==> src/rtl/axi_lite_master_pkg.sv <==
// Shared types and constants for the single-outstanding AXI4-Lite command master.
package axi_lite_master_pkg;

  localparam logic [1:0] OKAY   = 2'b00;
  localparam logic [1:0] EXOKAY = 2'b01;
  localparam logic [1:0] SLVERR = 2'b10;
  localparam logic [1:0] DECERR = 2'b11;

  localparam logic [2:0] PROT_DEFAULT = 3'b000;

  typedef enum logic [2:0] {
    IDLE   = 3'd0,
    WR     = 3'd1,
    WAIT_B = 3'd2,
    AR     = 3'd3,
    WAIT_R = 3'd4,
    RSP    = 3'd5
  } state_e;

endpackage

==> src/rtl/axi_lite_master_wdog.sv <==
// Saturating transaction watchdog with a sticky flag; the whole module exists
// only when AXI_LITE_MASTER_TIMEOUT_EN is defined.
`ifdef AXI_LITE_MASTER_TIMEOUT_EN
module axi_lite_master_wdog #(
  parameter int TIMEOUT_CYCLES = 1024
) (
  input  logic aclk,
  input  logic areset,
  input  logic clear,
  input  logic count_en,
  input  logic timeout_clr,
  output logic timeout
);

  localparam int CW = $clog2(TIMEOUT_CYCLES + 1);
  localparam logic [CW-1:0] LIMIT    = CW'(TIMEOUT_CYCLES);
  localparam logic [CW-1:0] LIMIT_M1 = CW'(TIMEOUT_CYCLES - 1);

  logic [CW-1:0] cnt_r;
  logic [CW-1:0] cnt_s;
  logic          flag_r;
  logic          flag_s;
  logic          inc_s;
  logic          hit_s;

  // Next counter and flag; the flag sets on the edge the counter reaches the limit.
  always_comb begin
    cnt_s  = cnt_r;
    flag_s = flag_r;
    inc_s  = count_en && (cnt_r != LIMIT);
    hit_s  = inc_s && (cnt_r == LIMIT_M1);
    if (clear) begin
      cnt_s = {CW{1'b0}};
    end else if (inc_s) begin
      cnt_s = cnt_r + CW'(1);
    end else begin
      cnt_s = cnt_r;
    end
    if (hit_s) begin
      flag_s = 1'b1;
    end else if (timeout_clr) begin
      flag_s = 1'b0;
    end else begin
      flag_s = flag_r;
    end
  end

  // Counter and flag registers.
  always_ff @(posedge aclk) begin
    if (areset) begin
      cnt_r  <= {CW{1'b0}};
      flag_r <= 1'b0;
    end else begin
      cnt_r  <= cnt_s;
      flag_r <= flag_s;
    end
  end

  assign timeout = flag_r;

endmodule
`endif

==> src/rtl/axi_lite_master_cmd.sv <==
// Single-outstanding AXI4-Lite master driven by a valid/ready command port.
// Optional watchdog: define AXI_LITE_MASTER_TIMEOUT_EN.
module axi_lite_master_cmd
  import axi_lite_master_pkg::*;
#(
  parameter int ADDR_WIDTH     = 32,
  parameter int TIMEOUT_CYCLES = 1024
) (
  input  logic                  aclk,
  input  logic                  areset,
  input  logic                  cmd_valid,
  output logic                  cmd_ready,
  input  logic                  cmd_write,
  input  logic [ADDR_WIDTH-1:0] cmd_addr,
  input  logic [31:0]           cmd_wdata,
  input  logic [3:0]            cmd_wstrb,
  output logic                  rsp_valid,
  input  logic                  rsp_ready,
  output logic                  rsp_write,
  output logic [31:0]           rsp_rdata,
  output logic [1:0]            rsp_resp,
  output logic                  busy,
  output logic                  timeout,
  input  logic                  timeout_clr,
  output logic [ADDR_WIDTH-1:0] m_axi_awaddr,
  output logic [2:0]            m_axi_awprot,
  output logic                  m_axi_awvalid,
  input  logic                  m_axi_awready,
  output logic [31:0]           m_axi_wdata,
  output logic [3:0]            m_axi_wstrb,
  output logic                  m_axi_wvalid,
  input  logic                  m_axi_wready,
  input  logic [1:0]            m_axi_bresp,
  input  logic                  m_axi_bvalid,
  output logic                  m_axi_bready,
  output logic [ADDR_WIDTH-1:0] m_axi_araddr,
  output logic [2:0]            m_axi_arprot,
  output logic                  m_axi_arvalid,
  input  logic                  m_axi_arready,
  input  logic [31:0]           m_axi_rdata,
  input  logic [1:0]            m_axi_rresp,
  input  logic                  m_axi_rvalid,
  output logic                  m_axi_rready
);

  state_e                state_r, state_s;
  logic                  cmd_ready_r, cmd_ready_s;
  logic                  awvalid_r, awvalid_s;
  logic                  wvalid_r, wvalid_s;
  logic                  bready_r, bready_s;
  logic                  arvalid_r, arvalid_s;
  logic                  rready_r, rready_s;
  logic                  aw_done_r, aw_done_s;
  logic                  w_done_r, w_done_s;
  logic                  rsp_valid_r, rsp_valid_s;
  logic                  rsp_write_r, rsp_write_s;
  logic [31:0]           rsp_rdata_r, rsp_rdata_s;
  logic [1:0]            rsp_resp_r, rsp_resp_s;
  logic [ADDR_WIDTH-1:0] addr_r, addr_s;
  logic [31:0]           wdata_r, wdata_s;
  logic [3:0]            wstrb_r, wstrb_s;
  logic                  busy_r;
  logic                  accept_s;

  // Next-state and next-output logic; every output is the registered copy of its _s value.
  always_comb begin
    state_s     = state_r;
    cmd_ready_s = 1'b0;
    awvalid_s   = awvalid_r;
    wvalid_s    = wvalid_r;
    bready_s    = bready_r;
    arvalid_s   = arvalid_r;
    rready_s    = rready_r;
    aw_done_s   = aw_done_r;
    w_done_s    = w_done_r;
    rsp_valid_s = rsp_valid_r;
    rsp_write_s = rsp_write_r;
    rsp_rdata_s = rsp_rdata_r;
    rsp_resp_s  = rsp_resp_r;
    addr_s      = addr_r;
    wdata_s     = wdata_r;
    wstrb_s     = wstrb_r;
    accept_s    = 1'b0;
    case (state_r)
      IDLE: begin
        if (cmd_valid && cmd_ready_r) begin
          accept_s  = 1'b1;
          addr_s    = cmd_addr;
          wdata_s   = cmd_wdata;
          wstrb_s   = cmd_wstrb;
          aw_done_s = 1'b0;
          w_done_s  = 1'b0;
          if (cmd_write) begin
            state_s   = WR;
            awvalid_s = 1'b1;
            wvalid_s  = 1'b1;
          end else begin
            state_s   = AR;
            arvalid_s = 1'b1;
          end
        end else begin
          cmd_ready_s = 1'b1;
        end
      end
      WR: begin
        // AW and W retire independently; leave only once both have handshaken.
        awvalid_s = awvalid_r & ~m_axi_awready;
        wvalid_s  = wvalid_r & ~m_axi_wready;
        aw_done_s = aw_done_r | (awvalid_r & m_axi_awready);
        w_done_s  = w_done_r | (wvalid_r & m_axi_wready);
        if (aw_done_s && w_done_s) begin
          state_s  = WAIT_B;
          bready_s = 1'b1;
        end else begin
          state_s = WR;
        end
      end
      WAIT_B: begin
        if (m_axi_bvalid) begin
          bready_s    = 1'b0;
          rsp_valid_s = 1'b1;
          rsp_write_s = 1'b1;
          rsp_rdata_s = 32'h0000_0000;
          rsp_resp_s  = m_axi_bresp;
          state_s     = RSP;
        end else begin
          state_s = WAIT_B;
        end
      end
      AR: begin
        if (m_axi_arready) begin
          arvalid_s = 1'b0;
          rready_s  = 1'b1;
          state_s   = WAIT_R;
        end else begin
          state_s = AR;
        end
      end
      WAIT_R: begin
        if (m_axi_rvalid) begin
          rready_s    = 1'b0;
          rsp_valid_s = 1'b1;
          rsp_write_s = 1'b0;
          rsp_rdata_s = m_axi_rdata;
          rsp_resp_s  = m_axi_rresp;
          state_s     = RSP;
        end else begin
          state_s = WAIT_R;
        end
      end
      RSP: begin
        if (rsp_ready) begin
          rsp_valid_s = 1'b0;
          cmd_ready_s = 1'b1;
          state_s     = IDLE;
        end else begin
          state_s = RSP;
        end
      end
      default: begin
        state_s     = IDLE;
        awvalid_s   = 1'b0;
        wvalid_s    = 1'b0;
        bready_s    = 1'b0;
        arvalid_s   = 1'b0;
        rready_s    = 1'b0;
        rsp_valid_s = 1'b0;
      end
    endcase
  end

  // State and output registers with synchronous reset.
  always_ff @(posedge aclk) begin
    if (areset) begin
      state_r     <= IDLE;
      cmd_ready_r <= 1'b0;
      awvalid_r   <= 1'b0;
      wvalid_r    <= 1'b0;
      bready_r    <= 1'b0;
      arvalid_r   <= 1'b0;
      rready_r    <= 1'b0;
      aw_done_r   <= 1'b0;
      w_done_r    <= 1'b0;
      rsp_valid_r <= 1'b0;
      rsp_write_r <= 1'b0;
      rsp_rdata_r <= 32'h0000_0000;
      rsp_resp_r  <= OKAY;
      addr_r      <= {ADDR_WIDTH{1'b0}};
      wdata_r     <= 32'h0000_0000;
      wstrb_r     <= 4'h0;
      busy_r      <= 1'b0;
    end else begin
      state_r     <= state_s;
      cmd_ready_r <= cmd_ready_s;
      awvalid_r   <= awvalid_s;
      wvalid_r    <= wvalid_s;
      bready_r    <= bready_s;
      arvalid_r   <= arvalid_s;
      rready_r    <= rready_s;
      aw_done_r   <= aw_done_s;
      w_done_r    <= w_done_s;
      rsp_valid_r <= rsp_valid_s;
      rsp_write_r <= rsp_write_s;
      rsp_rdata_r <= rsp_rdata_s;
      rsp_resp_r  <= rsp_resp_s;
      addr_r      <= addr_s;
      wdata_r     <= wdata_s;
      wstrb_r     <= wstrb_s;
      busy_r      <= (state_s != IDLE);
    end
  end

  assign cmd_ready     = cmd_ready_r;
  assign rsp_valid     = rsp_valid_r;
  assign rsp_write     = rsp_write_r;
  assign rsp_rdata     = rsp_rdata_r;
  assign rsp_resp      = rsp_resp_r;
  assign busy          = busy_r;
  assign m_axi_awaddr  = addr_r;
  assign m_axi_awprot  = PROT_DEFAULT;
  assign m_axi_awvalid = awvalid_r;
  assign m_axi_wdata   = wdata_r;
  assign m_axi_wstrb   = wstrb_r;
  assign m_axi_wvalid  = wvalid_r;
  assign m_axi_bready  = bready_r;
  assign m_axi_araddr  = addr_r;
  assign m_axi_arprot  = PROT_DEFAULT;
  assign m_axi_arvalid = arvalid_r;
  assign m_axi_rready  = rready_r;

`ifdef AXI_LITE_MASTER_TIMEOUT_EN
  logic count_en_s;
  assign count_en_s = (state_r == WR) || (state_r == WAIT_B) ||
                      (state_r == AR) || (state_r == WAIT_R);

  axi_lite_master_wdog #(
    .TIMEOUT_CYCLES(TIMEOUT_CYCLES)
  ) u_wdog (
    .aclk       (aclk),
    .areset     (areset),
    .clear      (accept_s),
    .count_en   (count_en_s),
    .timeout_clr(timeout_clr),
    .timeout    (timeout)
  );
`else
  logic wdog_unused_s;
  assign wdog_unused_s = timeout_clr & (TIMEOUT_CYCLES > 0) & accept_s;
  assign timeout       = 1'b0;
`endif

endmodule

==> config.mk <==
export PLATFORM = sky130hd
export DESIGN_NAME = axi_lite_master_cmd
export DESIGN_NICKNAME = d
export VERILOG_FILES = /design/src/rtl/axi_lite_master_pkg.sv /design/src/rtl/axi_lite_master_wdog.sv /design/src/rtl/axi_lite_master_cmd.sv
export SDC_FILE = /design/constraint.sdc
export NUM_CORES = 1
export LEC_CHECK = 0
export ABC_AREA = 1
export ABC_CLOCK_PERIOD_IN_PS = 3500
export CELL_PAD_IN_SITES_DETAIL_PLACEMENT = 1
export CELL_PAD_IN_SITES_GLOBAL_PLACEMENT = 2
export CORE_ASPECT_RATIO = 2
export CORE_MARGIN = 2
export CORE_UTILIZATION = 22
export DETAILED_ROUTE_END_ITERATION = 6
export PLACE_DENSITY = 0.84
export RECOVER_POWER = 25
export SKIP_LAST_GASP = 1
export SLEW_MARGIN = 10
export SYNTH_ARGS = -nofsm -noshare
export SYNTH_HDL_FRONTEND = slang
export SYNTH_HIERARCHICAL = 1
export SYNTH_SLANG_ARGS = --single-unit
==> constraint.sdc <==
create_clock -name aclk -period 3.5 [get_ports aclk]
set_clock_uncertainty 0.05 [all_clocks]
set_input_delay 0.7 -clock aclk [delete_from_list [all_inputs] [get_ports aclk]]
set_output_delay 0.7 -clock aclk [all_outputs]
set_load 0.005 [all_outputs]
==> results of run 1 <==
-- metrics by stage --
step	setup slack (ns)	utilization [%]	hold slack (ns)
floorplan	1.834	-	0.3900
global placement	0.8888	33.78	0.3847
detailed placement	0.8977	33.78	0.3869
CTS	1.323	36.43	0.3960
global route	0.7128	36.35	0.4250
finish	0.9872	36.35	0.3949
-- state kept, by name, indices dropped and copies added, names as in the netlist --
signal,count
m_axi_araddr,32
busy,1
aw_done_r,1
state_r,3
cmd_ready,1
w_done_r,1
rsp_rdata,32
m_axi_rready,1
m_axi_arvalid,1
rsp_resp,2
m_axi_wvalid,1
m_axi_bready,1
m_axi_awvalid,1
m_axi_wdata,32
rsp_write,1
m_axi_wstrb,4
rsp_valid,1
-- cell families after synthesis --
group / after synthesis
AOI/OAI and AO/OA: 148
adders and majority gates: 3
buffers and inverters: 107
DFF: 116
other: 1
and+or+nand+nor: 252
-- cell type report --
cell class	instances	share of cell area [%]
Sequential cell	116	29.60
Clock buffer	19	5.517
Timing Repair Buffer	263	33.38
Clock inverter	12	1.770
Inverter	24	1.148
Multi-Input combinational cell	410	24.24
Tap cell	273	4.353
-- placed cells by master, fill, tap and decap left out --
cell	instances
conb_1	7
inv_2	5
nand2_2	3
clkinv_1	1
clkdlybuf4s50_1	219
nor2_1	50
nand3_2	1
nand2_1	109
nor2_4	1
dfxtp_1	116
buf_4	5
o21ai_0	34
bufinv_16	3
nand3b_1	1
inv_1	18
clkinv_2	8
clkbuf_2	1
clkbuf_16	17
ha_1	3
nand3_1	81
and2_1	1
clkbuf_1	3
dlygate4sd3_1	36
nor2_2	1
nand4_1	3
buf_12	1
a21oi_1	112
and2_0	1
o211a_1	2
clkinv_4	1
-- metal layers --
metal | wire length (um) | global-route usage (%)
met1 | 6411 | 14.95
met3 | 958 | 3.526
met4 | 308 | 5.924
met5 | 0 | 0
met2 | 10430 | 30.71
-- worst paths after layout --
kind              slack (ns)                         end  cells after the start                        from
hold reg to reg         0.39  m_axi_arvalid$_SDFFE_PP0P_                      2  m_axi_arvalid$_SDFFE_PP0P_
setup / recovery        0.99   rsp_rdata[6]$_SDFFE_PP0P_                      6                m_axi_rvalid
setup reg to reg        1.19   rsp_rdata[6]$_SDFFE_PP0P_                      5       state_r[2]$_SDFF_PP0_
hold / removal          0.39  m_axi_arvalid$_SDFFE_PP0P_                      2  m_axi_arvalid$_SDFFE_PP0P_
-- where the power goes --
part / leakage [nW] / internal [mW] / switching, mW / total (mW)
Clock: 0.290 / 1.11 / 0.624 / 1.73
Sequential: 0.942 / 1.41 / 0.0567 / 1.47
Combinational: 1.84 / 0.382 / 0.344 / 0.726
-- critical path, delay by kind of cell --
| family | cells | cell delay, ns |
|---|---|---|
| buffers and inverters | 2 | 1.44 |
| and+or+nand+nor | 3 | 0.54 |
| AOI/OAI and AO/OA | 1 | 0.10 |
==> results.md, run 1 <==
- Part of the cycle the worst path needs: 71.79%
- Drt drc: 0
- Count leader, synth: dfxtp_1
- Ys async rst share: 0%
- Multi-input logic area: 0.001902 sq mm
- Min Tclk post-route: 2.513 ns
- DP Wirelength: 12780 um
- Largest net degree at the start of global routing: 78
- Yosys warnings: 6
- Max Transition Viols Final: 78
- Pleak: 3.074 nW
- Area Growth Syn to Fin: 62.46%
- Mapped Cells: 627
- Mux contribution to synthesized area: 0%
- Clk pin slew, worst setup/hold paths: 0.06 ns
- WL per Instance: 16.21 um
- Total CTS buffers: 17
- Hold WC Path Type: register to register
- Power density over cell area: 500.0 mW/mm^2
- Post-CTS Resized: 0
- Final ANT Viol Nets: 0
- Vias: 4986
- Worst Tran Pin Value: 1.746 ns
- TNS Setup: 0 ns
- CTS tree: built
- Simple-Gate Fraction of Synth Area: 22.80%
- Core area: 0.02159 sq mm
- Antenna diode count: 0
- FMAX: 398.0 MHz
- Root Buffer: clkbuf_16
- Fillers: 2584
- Placed Instances: 1086
- Total gr overflow: 0
- Die area: 0.02323 sq mm
- Final WL: 18110 um
- Initial antenna violation count: 0
- Max cap viols: 1
- Status: finished with violations
- Unrepaired setup endpoints after global routing: false
- Number of global-route vias before repair: 5141
- CP max FO: 32
- EDFF count, synth: 0
- Compound-gate portion of the synthesized area: 15.54%
- Initial DRC count: 247
- Avg Cell Area, Syn: 7.703 sq um
- Endpoint class of the critical path: register
- FF+latch count, synth: 116
- Final Total Pwr: 3.923 mW
- Startpoint Class: input pin
- Port bufs: 256
- Max IR drop VDD: 0.0002286 V
- Die X: 108.8 um
- CTS Hold Bufs: 0
- Nets: 950
- Initial Util: 22.37%
- Post-CTS setup buffer count: 0
- Failing checks: max-capacitance violations, max-slew violations
- WP data required: 3.79 ns
- Die H: 213.5 um
- Crit-path slowest cell: inv_1
- Main synth FF type: dfxtp_1
- Rel. slew slack: -16.39%
- Htree depth: 4
- Post-synth top area share: 48.08%
- RD Place Congestion: 0.7521
- Design Area, Final: 0.007846 sq mm
- First-pass GRT wire length: 27390 um
- Crit path DAT: 2.81 ns
- Io pins: 265
- Clock sinks: 116
- Xor and xnor area share after synthesis: 0%
- Finished Layout Cells: 1117
- Yosys cell types: 24
- Worst path max stage delay: 0.88 ns
- Rows: 76
- Post-Synth Adder-Cell Area: 0.7772%
- CTS Buffer Depth: 2
- Synthesized cell area: 0.004830 sq mm
- Final setup viols: 0
- Post-synthesis sequential area ratio: 48.08%
- Crit path kind: input pin to register
- Post-synth top area cell: dfxtp_1
- Register area: 0.002322 sq mm
- Cell Area, Placed: 0.007292 sq mm
- Area contributors post-synth: dfxtp_1, a21oi_1, nand2_1
- Final hold vios: 0
- Share of cells above drive strength 1: 5.569%
- First drt pass iteration count: 4
- Main combinational cell family by area after synthesis: simple AND/OR/NAND/NOR gates
- Cell Chain, Critical Path: dlygate4sd3_1 > nand4_1 > nand2_1 > inv_1 > a21oi_1 > nor2_1
- Clk_lat worst skew: 0.41 ns
- Total global-route track usage: 15.48%
- DR vias/cell: 4.464
- Synth cell count leaders: dfxtp_1, a21oi_1, nand2_1, nand3_1, nor2_1
Power figures use the tool's default switching activity.
==> inputs of run 2 (changes only) <==
--- a/config.mk
+++ b/config.mk
@@ -6,14 +6,14 @@
 export NUM_CORES = 1
 export LEC_CHECK = 0
 export ABC_AREA = 1
-export ABC_CLOCK_PERIOD_IN_PS = 3500
+export ABC_CLOCK_PERIOD_IN_PS = 2600
 export CELL_PAD_IN_SITES_DETAIL_PLACEMENT = 1
 export CELL_PAD_IN_SITES_GLOBAL_PLACEMENT = 2
 export CORE_ASPECT_RATIO = 2
 export CORE_MARGIN = 2
-export CORE_UTILIZATION = 22
+export CORE_UTILIZATION = 20
 export DETAILED_ROUTE_END_ITERATION = 6
-export PLACE_DENSITY = 0.84
+export PLACE_DENSITY = 0.77
 export RECOVER_POWER = 25
 export SKIP_LAST_GASP = 1
 export SLEW_MARGIN = 10
==> constraint.sdc (replaced) <==
create_clock -name aclk -period 2.6 [get_ports aclk]
set_clock_uncertainty 0.05 [all_clocks]
set_input_delay 0.52 -clock aclk [delete_from_list [all_inputs] [get_ports aclk]]
set_output_delay 0.52 -clock aclk [all_outputs]
set_load 0.005 [all_outputs]
==> results.md, run 2 (synthesized netlist as in run 1, its figures left out) <==
- Status: complete, no violations
- Hold Startpoint: m_axi_arvalid$_SDFFE_PP0P_
- Cell Chain, Critical Path: nand3_1 > inv_1 > clkbuf_2 > a21oi_1 > nor2_1
- Core area: 0.02382 sq mm
- Initial antenna violation count: 2
- WP data required: 2.91 ns
- Rows: 80
- Htree depth: 4
- Worst path max stage delay: 0.54 ns
- Clock sinks: 116
- Total CTS buffers: 17
- Die H: 223.8 um
- Number of global-route vias before repair: 5107
- Total global-route track usage: 14.78%
- Final setup viols: 0
- FF-to-FF Start: state_r[2]$_SDFF_PP0_
- Post-CTS Resized: 0
- Unrepaired setup endpoints after global routing: false
- Min Tclk post-route: 2.049 ns
- Rel. slew slack: 57.10%
- Die area: 0.02548 sq mm
- Crit-path slowest cell: dfxtp_1
- FMAX: 488.1 MHz
- CTS tree: built
- Total gr overflow: 0
- Vias: 4962
- Power density over cell area: 666.7 mW/mm^2
- Post-CTS setup buffer count: 0
- CTS Hold Bufs: 0
- CP startpoint: state_r[2]$_SDFF_PP0_
- Io pins: 265
- Hold WC Path Type: register to register
- Initial Util: 20.27%
- Startpoint Class: register
- Final Total Pwr: 5.269 mW
- Worst Tran Pin Value: 0.6436 ns
- Crit path kind: register to register
- Area Growth Syn to Fin: 63.63%
- Pleak: 3.001 nW
- CP max FO: 24
- DP Wirelength: 13480 um
- Crit path DAT: 2.36 ns
- Max cap viols: 0
- Die X: 113.9 um
- Leading cell type in the layout, fill and taps excluded: clkdlybuf4s50_1
- WHS: 0.3961 ns
- CTS Buffer Depth: 2
- First drt pass iteration count: 4
- Clk_lat worst skew: 0.43 ns
- Endpoint class of the critical path: register
- DR vias/cell: 4.368
- Final ANT Viol Nets: 0
- Nets: 954
- Max IR drop VDD: 0.0003076 V
- Drt drc: 0
- Largest net degree at the start of global routing: 74
- WL per Instance: 16.59 um
- Initial DRC count: 159
- Share of cells above drive strength 1: 5.431%
- Final hold vios: 0
- Commonest non-fill, non-tap cells in the layout: clkdlybuf4s50_1, dfxtp_1, a21oi_1
- Port bufs: 256
- Clk pin slew, worst setup/hold paths: 0.05 ns
- First-pass GRT wire length: 28520 um
- Part of the cycle the worst path needs: 78.80%
- Root Buffer: clkbuf_16
- RD Place Congestion: 0.7328
- Final WL: 18850 um
- Max Transition Viols Final: 0
- TNS Setup: 0 ns
-- run 2: changes by cell type in the layout (fill, tap and decap cells not counted), moves of 2 or more --
| cell | delta |
|---|---|
| clkdlybuf4s50_1 | +31 |
| diode_2 | +2 |
| clkinv_2 | -5 |
| buf_4 | +2 |
| dlygate4sd3_1 | -31 |
| bufinv_16 | -2 |
| buf_12 | +2 |
| clkbuf_8 | +6 |
| nor2_1 | +2 |
-- run 2: critical path: cells and delay by family (launching register included) --
kind | cells | cell delay (ns)
and+or+nand+nor | 2 | 0.35
DFF | 1 | 0.54
buffers and inverters | 2 | 0.88
AOI/OAI and AO/OA | 1 | 0.15
-- run 2: area by class of cell --
cell class	instances	area [sq um]
Clock inverter	4	45.04
Tap cell	287	359.1
Inverter	24	90.09
Antenna cell	2	5.005
Timing Repair Buffer	267	2675
Fill cell	2844	15920
Multi-Input combinational cell	410	1887
Sequential cell	116	2322
Clock buffer	26	519.2
-- run 2: through the flow --
step                      instances  util (%)  worst slack (ns)  area (sq um)
final                          1136     33.17            0.5511          7903
after CTS                      1134     33.28            0.6220          7929
after detailed placement       1104     30.91            0.3974          7365
after floorplan                 633         -             1.114          4852
after global routing           1136     33.17            0.3544          7903
after global placement         1104     30.91            0.4096          7365
-- run 2: worst paths after layout --
path / end / slack (ns) / depth (start not counted)
min reg2reg: m_axi_arvalid$_SDFFE_PP0P_ / 0.40 / 2
max: rsp_rdata[9]$_SDFFE_PP0P_ / 0.55 / 5
min: m_axi_arvalid$_SDFFE_PP0P_ / 0.40 / 2
max reg2reg: rsp_rdata[9]$_SDFFE_PP0P_ / 0.55 / 5
-- run 2: power breakdown --
group	total [mW]	internal [mW]	switching, mW
registers	1.98	1.90	0.0777
clock network	2.28	1.45	0.830
logic	1.01	0.538	0.473
-- run 2: metal layers --
layer	routed length [um]	vias to the layer above	global-route usage, %
met3	1043	22	4.464
li1	-	2448	-
met1	6837	2321	14.18
met2	10560	171	28.34
met4	406	0	6.452
met5	0	-	0
==> inputs of run 3 (changes only) <==
--- a/config.mk
+++ b/config.mk
@@ -6,14 +6,14 @@
 export NUM_CORES = 1
 export LEC_CHECK = 0
 export ABC_AREA = 1
-export ABC_CLOCK_PERIOD_IN_PS = 2600
+export ABC_CLOCK_PERIOD_IN_PS = 1700
 export CELL_PAD_IN_SITES_DETAIL_PLACEMENT = 1
 export CELL_PAD_IN_SITES_GLOBAL_PLACEMENT = 2
 export CORE_ASPECT_RATIO = 2
 export CORE_MARGIN = 2
-export CORE_UTILIZATION = 20
+export CORE_UTILIZATION = 18
 export DETAILED_ROUTE_END_ITERATION = 6
-export PLACE_DENSITY = 0.77
+export PLACE_DENSITY = 0.73
 export RECOVER_POWER = 25
 export SKIP_LAST_GASP = 1
 export SLEW_MARGIN = 10
==> constraint.sdc (replaced) <==
create_clock -name aclk -period 1.7 [get_ports aclk]
set_clock_uncertainty 0.05 [all_clocks]
set_input_delay 0.34 -clock aclk [delete_from_list [all_inputs] [get_ports aclk]]
set_output_delay 0.34 -clock aclk [all_outputs]
set_load 0.005 [all_outputs]
==> results.md, run 3 (synthesized netlist as in run 1, its figures left out) <==
- Status: complete, no violations
- Crit path buf inv count: 1
- Pleak: 3.668 nW
- Total gr overflow: 0
- WHS: 0.1948 ns
- Clk pwr share: 43.9%
- Worst path max stage delay: 0.50 ns
- Total global-route track usage: 14.08%
- Max IR drop VDD: 0.0004778 V
- Crit-path slowest cell: clkdlybuf4s50_1
- Commonest non-fill, non-tap cells in the layout: clkdlybuf4s50_1, a21oi_1, nand2_1
- Area Growth Syn to Fin: 69.82%
- Number of global-route vias before repair: 5277
- Crit path kind: register to output port
- Int Power: 5.961 mW
- R2r setup slk: 0.19 ns
- Hold WC Path Type: input pin to register
- Critical path depth: 1
- Root Buffer: clkbuf_16
- Logic pwr share: 18.9%
- Finished Layout Cells: 1217
- Switching part of the total: 26.84%
- Initial DRC count: 158
- Drt drc: 0
- First-pass GRT wire length: 30100 um
- Share of cells above drive strength 1: 11.23%
- RD Place Congestion: 0.7865
- Reg-to-reg endpoint: rsp_valid$_SDFFE_PP0P_
- Cell Chain, Critical Path: clkdlybuf4s50_1
- Placed Instances: 1180
- Largest net degree at the start of global routing: 51
- Reg2Reg Depth: 8
- Port bufs: 256
- FMAX: 606.0 MHz
- Max cap viols: 0
- Clk_lat worst skew: 0.43 ns
- Final setup viols: 0
- CTS Buffer Depth: 2
- Core area: 0.02638 sq mm
- Worst Setup EP: rsp_rdata[6]
- Startpoint Class: register
- CTS tree: built
- DP Wirelength: 14240 um
- Vias: 5049
- Htree depth: 4
- CP delay by family, top: buffers and inverters
- Switching power: 2.187 mW
- First drt pass iteration count: 6
- Part of the cycle the worst path needs: 97.08%
- Die X: 119.8 um
- Final WL: 19490 um
- Initial antenna violation count: 1
- Endpoint class of the critical path: output port
- Antenna diode count: 0
- Flop pwr share: 37.1%
- WL per Instance: 16.01 um
- Nets: 978
- Io pins: 265
- Die area: 0.02824 sq mm
- Leading cell type in the layout, fill and taps excluded: clkdlybuf4s50_1
- CTS Hold Bufs: 0
- Unrepaired setup endpoints after global routing: false
- Clk pin slew, worst setup/hold paths: 0.06 ns
- Crit path DAT: 1.26 ns
- Power density over cell area: 993.5 mW/mm^2
- FF-to-FF Start: state_r[2]$_SDFF_PP0_
- Die H: 235.7 um
- WP data required: 1.31 ns
- Total CTS buffers: 17
- Min Tclk post-route: 1.650 ns
- Rows: 84
- DR vias/cell: 4.149
- CP startpoint: rsp_rdata[6]$_SDFFE_PP0P_
- Final ANT Viol Nets: 0
- Initial Util: 18.31%
- CP max FO: 2
- Max Transition Viols Final: 0
- Final hold vios: 0
- Clock sinks: 116
## run 3: cell count changes in the layout (fill, tap and decap cells not counted), moves of 3 or more
cell,before,now
buf_12,3,10
dlygate4sd3_1,5,0
clkdlybuf4s25_1,0,30
dfxtp_2,0,18
dfxtp_1,116,98
buf_4,7,25
dlymetal6s2s_1,0,6
clkdlybuf4s50_1,250,123
dlygate4sd2_1,0,96
clkinvlp_4,0,3
clkbuf_8,6,3
## run 3: metrics by stage
stage / total power, mW / setup slack [ns] / utilization (%) / area (sq um) / TNS [ns]
finish: 8.148 / 0.04972 / 31.09 / 8202 / 0
global placement: 4.753 / -0.03262 / 29.06 / 7666 / -1.260
floorplan: 3.814 / 0.3530 / - / 4852 / 0
CTS: 8.378 / -0.03124 / 31.07 / 8195 / -0.03124
global route: 8.603 / 0.00007261 / 31.09 / 8202 / 0
detailed placement: 4.770 / -0.05893 / 29.06 / 7666 / -2.739
## run 3: what timing repair did
item                       in CTS  in global routing
setup buffers                   5                  0
gates resized for setup       121                 38
setup endpoints to repair     111                 52
## run 3: final cells by class
type,count,area (sq um)
Clock buffer,23,478.0
Inverter,24,90.09
Multi-Input combinational cell,410,1916
Clock inverter,9,102.6
Timing Repair Buffer,291,2840
Sequential cell,116,2345
Tap cell,344,430.4
Fill cell,3134,18180
## run 3: per-layer routing
layer,track usage [%],vias up,wire (um)
li1,-,2500,-
met1,13.23,2368,6770
met2,27.45,155,11280
met3,3.682,24,963
met4,6.738,2,463
met5,0,-,13
## run 3: worst min path at each step
stage | start | to | cells after the start
floorplan | aw_done_r$_SDFFE_PP0P_ | aw_done_r$_SDFFE_PP0P_ | 2
global placement | m_axi_arvalid$_SDFFE_PP0P_ | m_axi_arvalid$_SDFFE_PP0P_ | 2
detailed placement | m_axi_arvalid$_SDFFE_PP0P_ | m_axi_arvalid$_SDFFE_PP0P_ | 2
CTS | areset | m_axi_wvalid$_SDFFE_PP0P_ | 2
global route | areset | m_axi_wvalid$_SDFFE_PP0P_ | 2
finish | areset | m_axi_wvalid$_SDFFE_PP0P_ | 2
## run 3: worst reg2reg max path, stage by stage, from the launching register on
cell     delay (ns)
dfxtp_2        0.41
buf_4          0.18
inv_1          0.08
ha_1           0.20
nor2_1         0.15
and2_1         0.17
nand3_1        0.07
nand2_1        0.06
nor2_1         0.04
## run 3: power groups by stage
| stage | clock network, mW | logic [mW] | registers [mW] |
|---|---|---|---|
| 2_1_floorplan | 0 | 0.732 | 3.08 |
| 3_3_place_gp | 0 | 1.67 | 3.08 |
| 3_5_place_dp | 0 | 1.68 | 3.09 |
| 4_1_cts | 3.74 | 1.60 | 3.03 |
| 5_1_grt | 3.84 | 1.71 | 3.05 |
| 6_report | 3.58 | 1.54 | 3.02 |
